## src/rtl/nios_fprint_sysid_pkg.sv

```systemverilog
// Shared types and constants for the system-ID fingerprint checker and
// the sys-id slave generator.
package nios_fprint_sysid_pkg;

    typedef enum logic [2:0] {
        IDLE   = 3'd0,
        RD_ID  = 3'd1,
        LAT_ID = 3'd2,
        RD_TS  = 3'd3,
        LAT_TS = 3'd4,
        FIN    = 3'd5
    } sysid_state_e;

    typedef enum logic [1:0] {
        SR_IDLE = 2'd0,
        SR_REQ  = 2'd1,
        SR_LAT  = 2'd2
    } single_read_state_e;

    localparam logic SYSID_ADDR_ID = 1'b0;
    localparam logic SYSID_ADDR_TS = 1'b1;

    localparam logic [31:0] SYSID_DEFAULT_TIMESTAMP = 32'd1452977040;

endpackage

```

## src/rtl/nios_fprint_sysid_checker_if.sv

```systemverilog
// Avalon-MM read-only link between the checker (master) and the sys-id slave.
interface nios_fprint_sysid_checker_if;

    // A read is accepted at the first rising edge where avm_read=1 and
    // avm_waitrequest=0; the master holds avm_address/avm_read stable until
    // then. avm_readdata is taken READ_LATENCY edges after acceptance.
    logic        avm_address;
    logic        avm_read;
    logic        avm_waitrequest;
    logic [31:0] avm_readdata;

    modport master (
        output avm_address,
        output avm_read,
        input  avm_waitrequest,
        input  avm_readdata
    );

    modport slave (
        input  avm_address,
        input  avm_read,
        output avm_waitrequest,
        output avm_readdata
    );

endinterface

```

## src/rtl/nios_fprint_avm_single_read.sv

```systemverilog
// Issues one Avalon-MM read at a time; reports accept, data-valid and
// waitrequest-timeout as same-cycle strobes so the sequencer can chain reads.
module nios_fprint_avm_single_read
    import nios_fprint_sysid_pkg::*;
#(
    parameter int READ_LATENCY   = 0,
    parameter int TIMEOUT_CYCLES = 255
) (
    input  logic                              clock,
    input  logic                              reset_n,
    input  logic                              go,
    input  logic                              go_addr,
    nios_fprint_sysid_checker_if.master       avm,
    output logic                              rd_accept,
    output logic                              rd_valid,
    output logic                              rd_timeout,
    output logic [31:0]                       rd_data
);

    localparam bit          LAT_ZERO      = (READ_LATENCY == 0);
    localparam logic [2:0]  LAT_LAST      = LAT_ZERO ? 3'd0 : 3'(READ_LATENCY - 1);
    localparam logic [16:0] TIMEOUT_LIMIT = 17'(TIMEOUT_CYCLES);

    single_read_state_e state_q, state_d;
    logic        read_q, read_d;
    logic        addr_q, addr_d;
    logic [15:0] wait_cnt_q, wait_cnt_d;
    logic [2:0]  lat_cnt_q, lat_cnt_d;
    logic        stalled;
    logic        accept;
    logic        abort;
    logic        lat_last;

    always_comb begin
        stalled  = (state_q == SR_REQ) && avm.avm_waitrequest;
        accept   = (state_q == SR_REQ) && !avm.avm_waitrequest;
        // Abort on the edge where the stalled count would reach the limit.
        abort    = stalled && (({1'b0, wait_cnt_q} + 17'd1) == TIMEOUT_LIMIT);
        lat_last = (state_q == SR_LAT) && (lat_cnt_q == LAT_LAST);

        rd_accept  = accept;
        rd_valid   = (accept && LAT_ZERO) || lat_last;
        rd_timeout = abort;
        rd_data    = avm.avm_readdata;

        state_d    = state_q;
        read_d     = read_q;
        addr_d     = addr_q;
        wait_cnt_d = wait_cnt_q;
        lat_cnt_d  = lat_cnt_q;

        if (rd_valid || abort) begin
            state_d = SR_IDLE;
            read_d  = 1'b0;
        end else if (accept) begin
            state_d   = SR_LAT;
            read_d    = 1'b0;
            lat_cnt_d = 3'd0;
        end else if (stalled) begin
            wait_cnt_d = wait_cnt_q + 16'd1;
        end else if (state_q == SR_LAT) begin
            lat_cnt_d = lat_cnt_q + 3'd1;
        end

        // A new request may be launched on the same edge the previous one completes.
        if (go) begin
            state_d    = SR_REQ;
            read_d     = 1'b1;
            addr_d     = go_addr;
            wait_cnt_d = 16'd0;
        end
    end

    always_ff @(posedge clock or negedge reset_n) begin
        if (!reset_n) begin
            state_q    <= SR_IDLE;
            read_q     <= 1'b0;
            addr_q     <= 1'b0;
            wait_cnt_q <= 16'd0;
            lat_cnt_q  <= 3'd0;
        end else begin
            state_q    <= state_d;
            read_q     <= read_d;
            addr_q     <= addr_d;
            wait_cnt_q <= wait_cnt_d;
            lat_cnt_q  <= lat_cnt_d;
        end
    end

    assign avm.avm_read    = read_q;
    assign avm.avm_address = addr_q;

endmodule

```

## src/flat_wrapper.sv

```systemverilog
// flat-port wrapper written by rule: the top's interface ports become plain ports
module nios_fprint_avm_single_read_flat import nios_fprint_sysid_pkg::*;
#(
    parameter int READ_LATENCY   = 0,
    parameter int TIMEOUT_CYCLES = 255
)
  (clock, reset_n, go, go_addr, rd_accept, rd_valid, rd_timeout, rd_data, avm_avm_address, avm_avm_read, avm_avm_waitrequest, avm_avm_readdata);
  nios_fprint_sysid_checker_if avm_i ();
  input  logic clock;
  input  logic reset_n;
  input  logic go;
  input  logic go_addr;
  output logic rd_accept;
  output logic rd_valid;
  output logic rd_timeout;
  output logic [31:0] rd_data;
  output wire logic [$bits(avm_i.avm_address)-1:0] avm_avm_address;
  output wire logic [$bits(avm_i.avm_read)-1:0] avm_avm_read;
  input wire logic [$bits(avm_i.avm_waitrequest)-1:0] avm_avm_waitrequest;
  input wire logic [$bits(avm_i.avm_readdata)-1:0] avm_avm_readdata;
  assign avm_avm_address = avm_i.avm_address;
  assign avm_avm_read = avm_i.avm_read;
  assign avm_i.avm_waitrequest = avm_avm_waitrequest;
  assign avm_i.avm_readdata = avm_avm_readdata;
  nios_fprint_avm_single_read #(.READ_LATENCY(READ_LATENCY), .TIMEOUT_CYCLES(TIMEOUT_CYCLES)) u_core (.clock(clock), .reset_n(reset_n), .go(go), .go_addr(go_addr), .avm(avm_i), .rd_accept(rd_accept), .rd_valid(rd_valid), .rd_timeout(rd_timeout), .rd_data(rd_data));
endmodule
```

## config.mk

```make
export PLATFORM = sky130hd
export DESIGN_NAME = nios_fprint_avm_single_read_flat
export DESIGN_NICKNAME = d
export VERILOG_FILES = /design/src/rtl/nios_fprint_sysid_pkg.sv /design/src/rtl/nios_fprint_sysid_checker_if.sv /design/src/rtl/nios_fprint_avm_single_read.sv /design/src/flat_wrapper.sv
export SDC_FILE = /design/constraint.sdc
export NUM_CORES = 1
export LEC_CHECK = 0
export CAP_MARGIN = 30
export CORE_ASPECT_RATIO = 0.9
export CORE_MARGIN = 5
export CORE_UTILIZATION = 46
export CTS_CLUSTER_SIZE = 16
export DETAILED_ROUTE_END_ITERATION = 8
export GPL_ROUTABILITY_DRIVEN = 0
export PLACE_DENSITY = 0.84
export SLEW_MARGIN = 30
export SYNTH_ARGS = -nofsm -noshare
export SYNTH_HDL_FRONTEND = slang
export SYNTH_SLANG_ARGS = --single-unit
```

## constraint.sdc

```tcl
create_clock -name clock -period 3.33 [get_ports clock]
set_input_delay 0.4995 -clock clock [delete_from_list [all_inputs] [get_ports clock]]
set_output_delay 0.4995 -clock clock [all_outputs]
set_load 0.02 [all_outputs]
```

==> results of run 1 <==
==> sequential cells by signal (all words and copies together) (netlist names) <==
signal,flops
u_core.wait_cnt_q,16
u_core.lat_cnt_q,3
u_core.state_q,2
u_core.avm.avm_address,1
==> worst paths after layout <==
kind | start | to | slack (ns)
worst min-delay path | reset_n | u_core.wait_cnt_q[14] | 0.18
max in group asynchronous | reset_n | u_core.state_q[0] | 2.79
worst max-delay path | u_core.wait_cnt_q[0] | rd_timeout | 0.43
worst max register to register | u_core.wait_cnt_q[0] | u_core.wait_cnt_q[1] | 0.83
worst min register to register | u_core.lat_cnt_q[2] | u_core.lat_cnt_q[2] | 0.50
min in group clock | u_core.lat_cnt_q[2] | u_core.lat_cnt_q[2] | 0.50
==> layer usage <==
layer  wire (um)  part of all wire  vias to the layer above
li1            -                 -                      686
met1        1670              0.45                      674
met2        1670              0.45                       47
met3         308             0.083                        6
met4          56             0.015                        0
met5           0                 0                        -
==> through the flow <==
step | util | hold slack [ns] | area [um^2] | std cells | setup slack [ns]
2_1_floorplan | - | 0.204 | 1760 | 212 | 0.824
3_3_place_gp | 0.449 | 0.482 | 1660 | 229 | 0.345
3_5_place_dp | 0.447 | 0.487 | 1660 | 229 | 0.303
4_1_cts | 0.467 | 0.201 | 1730 | 233 | 0.0142
5_1_grt | 0.467 | 0.235 | 1730 | 233 | 0.241
6_report | 0.467 | 0.183 | 1730 | 233 | 0.428
==> area by class of cell <==
cell class / instances / area [um^2] / share of cell area
Clock buffer: 3 / 41.3 / 0.0238
Clock inverter: 1 / 30.0 / 0.0173
Inverter: 6 / 22.5 / 0.0130
Multi-Input combinational cell: 139 / 890 / 0.514
Sequential cell: 22 / 551 / 0.318
Tap cell: 46 / 57.6 / 0.0332
Timing Repair Buffer: 16 / 140 / 0.0809
==> cells in the final DEF (no fill, tap or decap), drive strengths merged, types with 2 or more instances in the layout <==
| cell type | n |
|---|---|
| nor3 | 6 |
| or4 | 4 |
| nand2b | 4 |
| inv | 5 |
| nor4b | 3 |
| o21a | 2 |
| o21ai | 5 |
| o21bai | 2 |
| nand4 | 9 |
| ha | 4 |
| xnor2 | 3 |
| a32oi | 2 |
| clkbuf | 3 |
| a21o | 2 |
| a21oi | 6 |
| a31oi | 2 |
| nand3 | 8 |
| o311ai | 4 |
| nor4 | 6 |
| xor2 | 4 |
| clkdlybuf4s50 | 7 |
| nor3b | 2 |
| mux2 | 2 |
| nand2 | 23 |
| or3 | 6 |
| dfrtp | 22 |
| nor2 | 14 |
| nand4b | 2 |
| buf | 8 |
==> report_power, final <==
group | switching [mW] | internal, mW | total [mW]
registers | 0.00476 | 0.271 | 0.275
clock network | 0.0922 | 0.161 | 0.253
logic | 0.0314 | 0.0186 | 0.0499
==> repair_timing <==
item,4_1_cts,5_1_grt
hold buffers,0,0
endpoints found under the setup margin,0,1
setup buffers,0,0
resized for setup,0,1
==> logic make-up after synthesis <==
group	Yosys count	share of synthesized area
fa+ha+maj	4	0.0284
flops	22	0.312
buf+inv	51	0.184
simple gates	94	0.299
compound gates	32	0.130
xor+xnor	7	0.0348
mux	2	0.0128
==> reports/metrics.cfg, run 1 <==
[route]
drt_iter0_markers=116
routed_wl_um=3700
first_pass_iters=4
drc=0
vias_per_cell=6.06
wl_per_cell_um=15.9
num_vias=1413
ant_nets=0

[synthesis]
ys_types=47
synth_cells=212
synth.top_cell.area_share=0.312
yosysWarnings=0
ys_seq_area_frac=0.312
syn_area_per_cell_um2=8.32
synth_common_cells=buf_4 (34), nand2_1 (23), dfrtp_1 (22), nor2_1 (14)
syn_area_mm2=0.00176
ys_ff_latch=22
synth_edf_count=0
synth.largest_area_cell=dfrtp_1
synthFlopType=dfrtp_1
yosys-top-cells-area=dfrtp_1 (31%), buf_4 (14%), nand2_1 (4.9%)
syn_nets=253
synth_most_common_cell=buf_4
synthArstFlopShare=1.00

[floorplan]
die_area_mm2=0.00518
start_util=0.476
fp.dieW_um=75.3
ios=74
num_rows=21
die_h_um=68.8
core_mm2=0.00370

[finish]
antennaDiodeCount=0
drive_gt1_frac=0.0909
syn2layout_area_growth_pct=-1.84
fillCellCount=347
finalNetCount=229

[clock_tree]
clk-insertion-delay-late_ns=0.28
numCtsBuffers=3
h-tree-depth=1
clkTransAtPathRegs_ns=0.09
cts_tree=yes
clk_path_buf_depth=2
ctsRootBufferMaster=clkbuf_8
numClockSinks=22

[setup_path]
crit_family=simple AND/OR/NAND/NOR gates
required_ns=2.83
reg2reg_depth=9
worstSetupPathType=flop to output pin
cpMaxStageDelayCell=dfrtp_1
max_stage_delay_ns=0.44
cp-end-kind=output pin
critPathBufInv=3
cp-start-kind=flop
path_max_fanout=11
worstPathArrival_ns=2.40
path_depth=8
path_cells=ha_1, buf_4, inv_1, or3_1, o21a_1, a31oi_1, nor4b_4, dlymetal6s2s_1

[place]
dp_hpwl_um=2640
portBuffers=9

[sta]
fmax_mhz=345
rsz0062_at_grt=no
clock_skew_ns=0.0112
tightestPinTransition_ns=0.617
period_minus_slack_ns=2.90
slew_viol_final=0
slew_headroom=0.585
tns_ns=0
setup_viol=0
finalHoldViolCount=0
period_share=0.872

[grt]
top_usage_layer=met2
overflow=0
grt_use_met2=0.230
antenna_found_initial=0
grt_pass1_wl_um=6090
grt_max_degree=23
track_usage=0.155
use_met1=0.216
grtUsageMet3=0.0435
first_global_vias=1285

[status]
status=finished, final reports clean

[pwr]
power.static_leakage_nw=0.675
powerDensity_mw_per_mm2=334
vdd_ir_drop_max_v=0.000219
p_total_mw=0.579

[hold_path]
min_path_type=input port to asynchronous set/reset pin

[run]
drv_cap=0

(Power assumes the default switching activity.)
==> inputs of run 2 (changes only) <==
--- a/config.mk
+++ b/config.mk
@@ -11,7 +11,6 @@
 export CORE_UTILIZATION = 46
 export CTS_CLUSTER_SIZE = 16
 export DETAILED_ROUTE_END_ITERATION = 8
-export GPL_ROUTABILITY_DRIVEN = 0
 export PLACE_DENSITY = 0.84
 export SLEW_MARGIN = 30
 export SYNTH_ARGS = -nofsm -noshare
==> results of run 2 <==
No change in the layout: final DEF, timing and power equal those of run 1.
